### src/rtl/pong_game_ctrl.sv
// Pong game-state controller: new-game / play / new-ball / game-over sequencing,
// ball count, two-digit BCD score and graphics freeze between rallies.
module pong_game_ctrl #(
    parameter int unsigned BALLS  = 3,
    parameter int unsigned BALL_W = 2
) (
    input  logic              clk,
    input  logic              reset,
    input  logic [1:0]        btn,
    input  logic              hit,
    input  logic              miss,
    input  logic              timer_up,
    output logic              timer_start,
    output logic              gra_still,
    output logic [1:0]        game_state,
    output logic [BALL_W-1:0] balls_left,
    output logic [3:0]        dig1,
    output logic [3:0]        dig0
);

    typedef enum logic [1:0] {
        ST_NEWGAME = 2'b00,
        ST_PLAY    = 2'b01,
        ST_NEWBALL = 2'b10,
        ST_OVER    = 2'b11
    } state_t;

    localparam logic [BALL_W-1:0] BALLS_FULL = BALL_W'(BALLS);
    localparam logic [BALL_W-1:0] BALLS_GAME = BALL_W'(BALLS - 1);

    state_t            state, state_next;
    logic [BALL_W-1:0] balls_next;
    logic [3:0]        dig1_next, dig0_next;
    logic              pressed;

    assign pressed    = |btn;
    assign game_state = state;

    // State, ball count and score registers
    always_ff @(posedge clk or negedge reset) begin
        if (!reset) begin
            state      <= ST_NEWGAME;
            balls_left <= BALLS_FULL;
            dig1       <= 4'd0;
            dig0       <= 4'd0;
        end else begin
            state      <= state_next;
            balls_left <= balls_next;
            dig1       <= dig1_next;
            dig0       <= dig0_next;
        end
    end

    // Next-state, score update and decoded outputs
    always_comb begin
        state_next  = state;
        balls_next  = balls_left;
        dig1_next   = dig1;
        dig0_next   = dig0;
        timer_start = 1'b0;
        gra_still   = 1'b1;
        case (state)
            ST_NEWGAME: begin
                // Score is left alone so the previous game's result stays visible
                balls_next = BALLS_FULL;
                if (pressed) begin
                    state_next = ST_PLAY;
                    balls_next = BALLS_GAME;
                    dig1_next  = 4'd0;
                    dig0_next  = 4'd0;
                end
            end
            ST_PLAY: begin
                gra_still = 1'b0;
                if (miss) begin
                    // Miss wins over a simultaneous hit
                    timer_start = 1'b1;
                    if (balls_left != '0) begin
                        state_next = ST_NEWBALL;
                        balls_next = BALL_W'(balls_left - BALL_W'(1));
                    end else begin
                        state_next = ST_OVER;
                    end
                end else if (hit) begin
                    if (dig0 == 4'd9) begin
                        dig0_next = 4'd0;
                        dig1_next = (dig1 == 4'd9) ? 4'd0 : 4'(dig1 + 4'd1);
                    end else begin
                        dig0_next = 4'(dig0 + 4'd1);
                    end
                end
            end
            ST_NEWBALL: begin
                if (timer_up && pressed) begin
                    state_next = ST_PLAY;
                end
            end
            ST_OVER: begin
                if (timer_up) begin
                    state_next = ST_NEWGAME;
                    balls_next = BALLS_FULL;
                end
            end
            default: begin
                state_next = ST_NEWGAME;
            end
        endcase
    end

endmodule
### config.mk
export PLATFORM = sky130hd
export DESIGN_NAME = pong_game_ctrl
export DESIGN_NICKNAME = d
export VERILOG_FILES = /design/src/rtl/pong_game_ctrl.sv
export SDC_FILE = /design/constraint.sdc
export NUM_CORES = 1
export LEC_CHECK = 0
export CAP_MARGIN = 20
export CORE_MARGIN = 2
export CORE_UTILIZATION = 35
export DETAILED_ROUTE_END_ITERATION = 7
export SLEW_MARGIN = 20
export SYNTH_ARGS = -nofsm -noshare
export SYNTH_HDL_FRONTEND = slang
export SYNTH_SLANG_ARGS = --single-unit
### constraint.sdc
create_clock -name clk -period 4.3 [get_ports clk]
set_input_delay 0.645 -clock clk [delete_from_list [all_inputs] [get_ports clk]]
set_output_delay 0.645 -clock clk [all_outputs]
set_load 0.05 [all_outputs]
---- After elaboration in Yosys (flattened, before gate mapping) ----
Cells that the tools add are included.
word-level totals
  flip-flop bits (word level) ............. 12
  output and inout bits ................... 14
  word-level logic and storage cells ...... 54
  input port bits ......................... 7
cells by class
  multiplexer cells ....................... 24
  reductions and logical operators ........ 10
  eq/ne operators ......................... 13
  add/sub/neg operators ................... 3
operators by type and width
  cell                   number
  $mux W4                8
  $ne A2 B2 Y1 const B   8
  $pmux W4 S2            2
  $mux W2                7
  $reduce_and A4 Y1      3
  $add A4 B1 Y4 const B  2
  $eq A4 B4 Y1 const B   2
  $pmux W2 S4            1
  $pmux W2 S3            1
  $mux W1                5
  $reduce_and A5 Y1      1
  $eq A2 B2 Y1 const B   2
  $reduce_bool A2 Y1     2
  $reduce_bool A3 Y1     1
  $eq A2 B1 Y1 const B   1
  $logic_not A2 Y1       1
  $reduce_or A2 Y1       1
  $sub A2 B1 Y2 const B  1
  $logic_and A1 B1 Y1    1

---- Depth between registers and ports, before layout ----
Gate-level depths: netlist of the first run.
  depth after elaboration ................. 6
  mapped depth ............................ 6
  mapped depth without buffers ............ 6

---- Worst setup path after synthesis of the first run ----
No wires, ideal clock.
  kind .................................... register -> register
  start point ............................. reg state[1] (netlist: game_state[1])
  end point ............................... reg dig1[3]
  library setup time ...................... 0.081 ns
  clock period less this slack ............ 2.267 ns
  stages on the path, launching flop included .. 6
  required time ........................... 4.219 ns
  setup slack ............................. 2.033 ns
  arrival time ............................ 2.186 ns
  buffers on the path ..................... 1
  path through ............................ dfrtp_1 -> buf_2 -> nor2b_2 -> clkinvlp_2 -> or4_4 -> o211ai_2
on the way
  word-level cells in the longest chain between the ends .. 3
  elaborated cells on any way between the ends .. 9
  classes of those cells .................. eq/ne (5); mux (1); reduce/logical (3)
ends and longest elaborated chain
  what                                                          RTL line  RTL
  start, declared                                               31        state_t state, state_next;
  start signal, assigned                                        47        state <= state_next;
  $eq A2 B1 Y1 or $logic_not A2 Y1 (tied branches)              62        case (state)
  $ne A2 B2 Y1 (no line) or $reduce_bool A2 Y1 (tied branches)  --
  $reduce_and A5 Y1 (no line)                                   --
  end signal, assigned                                          49        dig1 <= dig1_next;
  end, declared                                                 17        output logic [3:0] dig1,
Parallel ways exist; a longest one is shown, timed or not.
A chain may end at the register's enable or synchronous reset.

---- Worst setup path in the final report of the first run ----
  start point ............................. reg state[0] (netlist: game_state[0])
  end point ............................... out timer_start
on the way
  word-level cells in the longest chain between the ends .. 2
ends and longest elaborated chain
  what           RTL line  RTL
  $eq A2 B1 Y1   62
  $mux W1        62
  end, declared  13        output logic timer_start,
No other way between the ends.

==> impl_metrics.tcl, run 1 <==
set metrics [dict create \
    hold_buffers 0 \
    die_w_um 50.32 \
    drtAntennaViolNets 0 \
    setup_viol 0 \
    fin_skew_ps 0.9986 \
    max_slew_margin_pct 62.40 \
    critPathRequiredTime_ps 3650 \
    worst_slack_ps 1475 \
    p_per_area_mw_per_mm2 764.2 \
    num_rows 16 \
    swShare_pct 52.16 \
    htreeDepth 1 \
    final-hold-violation-count 0 \
    endpoint_kind "output port" \
    gr-total-overflow 0 \
    met1_length_um 801 \
    wl_per_cell_um 12.56 \
    synth_ff_type "dfrtp_1" \
    viasPerCell 5.174 \
    clock.fmax_mhz 354.0 \
    post-place-ws_ps 1545 \
    crit_chain "nor2b_2 > and2_1 > clkdlybuf4s50_1" \
    synth_edf_count 0 \
    grt.total_usage_pct 15.52 \
    place.gp.congestion 0.7463 \
    finalCritPeriodShare_pct 65.70 \
    status "finished clean" \
    die_h_um 50.32 \
    async_reset_ff_share_pct 100.0 \
    dieArea_mm2 0.002532 \
    dpl.hpwl_mm 1.258 \
    drc 0 \
    p_leak_nw 0.4681 \
    setup_tns_ps 0 \
    io_buffers 20 \
    antenna_found_initial 0 \
    clock-sinks 12 \
    drt-initial-drc-count 16 \
    syn_avg_cell_area_um2 9.045 \
    topRoutingLayerUsed "met4" \
    routed_wl_mm 1.658 \
    tightest_slew_ps 562.2 \
    synth.net_count 95 \
    diodes 0 \
    ys_seq_elements 12 \
    max_stage_delay_ps 800 \
    p_total_mw 0.7725 \
    ys_warn_count 0 \
    root_buffer "clkbuf_4" \
    grt_first_pass_wirelength_mm 2.980 \
    numCtsBuffers 3 \
    netlist_instances 83 \
    cts_setup_buffers 0 \
    core_area_mm2 0.002002 \
    ioPinCount 21 \
    cts-resized-gates 0 \
    worstPathArrival_ps 2180 \
    ctsLongestPathBuffers 2 \
    syn-cell-area_um2 750.7 \
    yosysMostFrequentCell "dfrtp_1" \
    layout.nets 118 \
    crit_slowest_cell "clkdlybuf4s50_1" \
    critPathTopFamily "buffers and inverters" \
    wl_met3_um 87 \
    switchingPower_mw 0.4029 \
    grt_max_degree 16 \
    areaGrowthSynthToFinish_pct 34.67 \
    peakVddDrop_v 0.0003777 \
    crit_type "reg2out" \
    min_period_ps 2825 \
    vias 683 \
    synth-seq-area-share_pct 40.33 \
    p_seq_share_pct 28.9 \
    drtPass1Iterations 4 \
    slew_violations 0 \
    cp_num_buf_inv 1 \
    drv_cap 0 \
    clkSlewWorstSetupHoldPaths_ps 80 \
    power.internal_mw 0.3696 \
    insertion_delay_ps 270 \
    critical_path.startpoint_type "flop" \
    ys_types 35 \
    start_util_pct 37.50 \
    synth_top_area_cell "dfrtp_1" \
    power_frac_comb_pct 59.1 \
    hold_class "reg2reg" \
    met2_length_um 742 \
    clkPwrFrac_pct 12.0 \
    grt_pass1_vias 689 \
    rsz0062_at_grt "no" \
    cts_tree "built" \
    yosys.area.top_type_share_pct 33.33 \
    yosys-top-cells-count "dfrtp_1, nand2_1, o21ai_0" \
    synth_area_leaders "dfrtp_1, ha_1, dfstp_2" \
    drive_above_1_share_pct 12.38 \
    worst-path-max-fanout 15 \
]
==> power by group through the flow <==
stage	combinational [mW]	clock, mW	sequential, mW
2_1_floorplan	0.211	0	0.332
3_3_place_gp	0.452	0	0.225
3_5_place_dp	0.458	0	0.226
4_1_cts	0.460	0.0968	0.224
5_1_grt	0.499	0.101	0.233
6_report	0.456	0.0929	0.223
==> flip-flops by register name, summed over array words and instances, names as in the netlist <==
register	flops
game_state	2
balls_left	2
dig1	4
dig0	4
==> area by class of cell <==
| class | instances | area (um2) |
|---|---|---|
| Fill cell | 199 | 991.0 |
| Multi-Input combinational cell | 61 | 406.6 |
| Sequential cell | 12 | 302.8 |
| Timing Repair Buffer | 20 | 200.2 |
| Clock buffer | 4 | 36.28 |
| Tap cell | 27 | 33.78 |
| Inverter | 8 | 31.28 |
==> worst paths after layout <==
check                              start            end  slack [ps]  cells past startpoint
setup / recovery           game_state[0]    timer_start        1470                      3
hold / removal                   dig0[2]        dig0[2]         570                      1
setup reg to reg           game_state[0]        dig1[3]        2440                      4
hold reg to reg                  dig0[2]        dig0[2]         570                      1
max in group asynchronous          reset  balls_left[0]        3200                      1
min in group asynchronous          reset        dig1[3]         720                      1
==> layout by cell type (no fill, tap or decap) <==
cell | Yosys | final
clkbuf_4 | 0 | 3
clkdlybuf4s50_1 | 0 | 20
a22oi_1 | 1 | 1
o221ai_1 | 1 | 1
and2_1 | 1 | 1
clkinvlp_2 | 1 | 1
inv_2 | 1 | 1
nand2_1 | 7 | 7
o21ai_0 | 7 | 7
o21ai_1 | 3 | 3
o22ai_1 | 1 | 1
or3_1 | 1 | 1
o31ai_1 | 2 | 2
nor2b_2 | 1 | 1
nand3b_1 | 2 | 2
clkbuf_8 | 0 | 1
nand3_1 | 2 | 2
nand2b_1 | 1 | 1
or4_4 | 1 | 1
nor3_1 | 1 | 1
nand4_1 | 1 | 1
dfstp_2 | 2 | 2
a21o_1 | 3 | 3
a211oi_1 | 1 | 1
dfrtp_1 | 10 | 10
o211ai_2 | 1 | 1
nor3b_1 | 1 | 1
inv_1 | 6 | 6
nand3b_4 | 1 | 1
or2_2 | 1 | 1
ha_1 | 5 | 5
o21bai_1 | 1 | 1
a31oi_1 | 1 | 1
nor2b_1 | 2 | 2
a221o_1 | 1 | 1
a21oi_1 | 4 | 4
nor2_1 | 6 | 6
==> metrics by stage <==
stage               hold slack, ps  area [um2]  instances  utilization, %
CTS                          576.4        1011        132           50.50
global placement             550.0       974.7        128           48.69
finish                       565.0        1011        132           50.50
detailed placement           553.0       974.7        128           48.69
floorplan                    349.4       750.7         83               -
global route                 598.1        1011        132           50.50
==> per-layer routing <==
layer / vias to the layer above / GRT usage [%]
li1: 339 / -
met1: 320 / 20.34
met2: 19 / 23.46
met3: 5 / 4.762
met4: 0 / 6.757
met5: - / 0
==> logic make-up after synthesis <==
kind of cell               count (synthesis)  synth area share [%]
and+or+nand+nor                           29                 22.67
AOI/OAI and AO/OA                         27                 23.17
DFF                                       12                 40.33
buffers and inverters                     10                 5.499
adders and majority gates                  5                 8.333
(Power assumes the default switching activity.)
==> run 2: changes to the inputs <==
- clock period: 4.3 -> 2.94 ns (I/O delays scaled with it)
==> run 2 against run 1 <==
  * First-iteration DRC count is 6.3% higher
  * Sequential power rose by 37%
  * Core utilization is 0.38 points higher
  * Clock power increased by 45%
  * Sequential share of layout area fell by 0.22 points
  * Register-to-register slack lost 1400 ps
  * Combinational power rose by 53%
  * Via count shrank 0.88%
  * Hold slack worse by 40 ps
  * Global-route usage decreased by 0.51 points
==> impl_metrics.tcl, run 2 (synthesized netlist as in run 1, its figures left out) <==
set metrics [dict create \
    fin_skew_ps 7.007 \
    final-hold-violation-count 0 \
    fillCellCount 192 \
    drv_cap 0 \
    gr-total-overflow 0 \
    critical_path.startpoint_type "flop" \
    routed_wl_mm 1.664 \
    multi_input_area_um2 406.6 \
    clock-sinks 12 \
    setup_viol 0 \
    grt_max_degree 15 \
    crit_type "reg2out" \
    grt_first_pass_wirelength_mm 2.884 \
    hold_class "in2async" \
    hold_buffers 0 \
    clkSlewWorstSetupHoldPaths_ps 90 \
    insertion_delay_ps 270 \
    p_per_area_mw_per_mm2 1117 \
    finalCoreUtilization_pct 50.88 \
    max_slew_margin_pct 61.67 \
    power_frac_comb_pct 61.3 \
    finalCritPeriodShare_pct 85.17 \
    worst-path-max-fanout 9 \
    io_buffers 20 \
    clkPwrFrac_pct 11.9 \
    tightest_slew_ps 573.1 \
    areaGrowthSynthToFinish_pct 35.67 \
    top_regs "dig0: 4 flops, dig1: 4 flops" \
    htreeDepth 1 \
    min_period_ps 2504 \
    slew_violations 0 \
    endpoint_kind "output port" \
    r2r_slack_ps 1080 \
    grt.total_usage_pct 15.00 \
    rsz0062_at_grt "no" \
    power.internal_mw 0.5485 \
    switchingPower_mw 0.5895 \
    wl_per_cell_um 12.51 \
    vias 677 \
    p_seq_share_pct 26.8 \
    reg2regPathDepth 6 \
    worstPathArrival_ps 2060 \
    seqCellArea_um2 302.8 \
    p_leak_nw 0.4730 \
    clock.fmax_mhz 399.4 \
    rr_endpoint "dig1[3]" \
    drc 0 \
    timing.rr.start "dig0[1]" \
    dieArea_mm2 0.002532 \
    critPathRequiredTime_ps 2500 \
    cts-resized-gates 0 \
    die_w_um 50.32 \
    antenna_found_initial 0 \
    dpl.hpwl_mm 1.239 \
    viasPerCell 5.090 \
    drt-initial-drc-count 17 \
    die_h_um 50.32 \
    cts_setup_buffers 0 \
    layout_common_cells "clkdlybuf4s50_1, dfrtp_1, nand2_1, o21ai_0" \
    status "finished clean" \
    swShare_pct 51.80 \
    start_util_pct 37.50 \
    layout.nets 119 \
    numCtsBuffers 3 \
    ioPinCount 21 \
    grt_pass1_vias 641 \
    place.gp.congestion 0.7401 \
    cp-endpoint "timer_start" \
    diodes 0 \
    core_area_mm2 0.002002 \
    num_rows 16 \
    root_buffer "clkbuf_4" \
    setup_tns_ps 0 \
    ctsLongestPathBuffers 2 \
    drive_above_1_share_pct 13.21 \
    cts_tree "built" \
    final_common_cell "clkdlybuf4s50_1" \
    drtAntennaViolNets 0 \
    drtPass1Iterations 4 \
    peakVddDrop_v 0.0004756 \
    worstSetupStartpoint "game_state[1]" \
]
## run 2: critical path, stage by stage, from the launching register on
cell             delay, ps
dfrtp_1                500
nor2b_2                290
and2_1                 190
clkdlybuf4s50_1        800
## run 2: stage by stage
step	instance area [um2]	worst slack (ps)	hold WS [ps]	cells	power, mW
final	1018	435.9	524.6	133	1.138
after global routing	1018	353.8	566.7	133	1.224
after CTS	1018	433.9	551.0	133	1.146
after detailed placement	982.2	589.5	556.7	129	1.006
after global placement	982.2	611.2	550.3	129	0.9972
after floorplan	750.7	673.4	145.4	83	0.7954
## run 2: worst min path at each step
stage / from / depth (start not counted) / end
floorplan: reset / 0 / dig0[0]
global placement: dig1[2] / 2 / dig1[2]
detailed placement: dig0[2] / 1 / dig0[2]
CTS: reset / 1 / game_state[1]
global route: reset / 1 / dig1[3]
finish: reset / 1 / game_state[1]
## run 2: cell type report
cell class	instances	share of cell area, %
clock buffer	4	3.563
inverter	8	3.071
multi-input combinational	61	39.93
tap	27	3.317
sequential	12	29.73
timing repair buffer	21	20.39
## run 2: power groups by stage
stage	Sequential (mW)	Clock, mW	Combinational (mW)
2_1_floorplan	0.486	0	0.309
3_3_place_gp	0.306	0	0.692
3_5_place_dp	0.308	0	0.698
4_1_cts	0.306	0.140	0.701
5_1_grt	0.320	0.146	0.758
6_report	0.305	0.135	0.698
## run 2: metal layers
metal / global-route usage (%) / vias up / share of wire [%]
li1: - / 340 / -
met1: 20.11 / 310 / 49
met2: 22.81 / 25 / 43
met3: 4.167 / 2 / 6.7
met4: 5.856 / 0 / 0.90
met5: 0 / - / 0
==> run 3: changes to the inputs <==
- SKIP_LAST_GASP: default -> 1
==> results of run 3 <==
The final DEF is identical to that of run 2; final timing and power are the same.
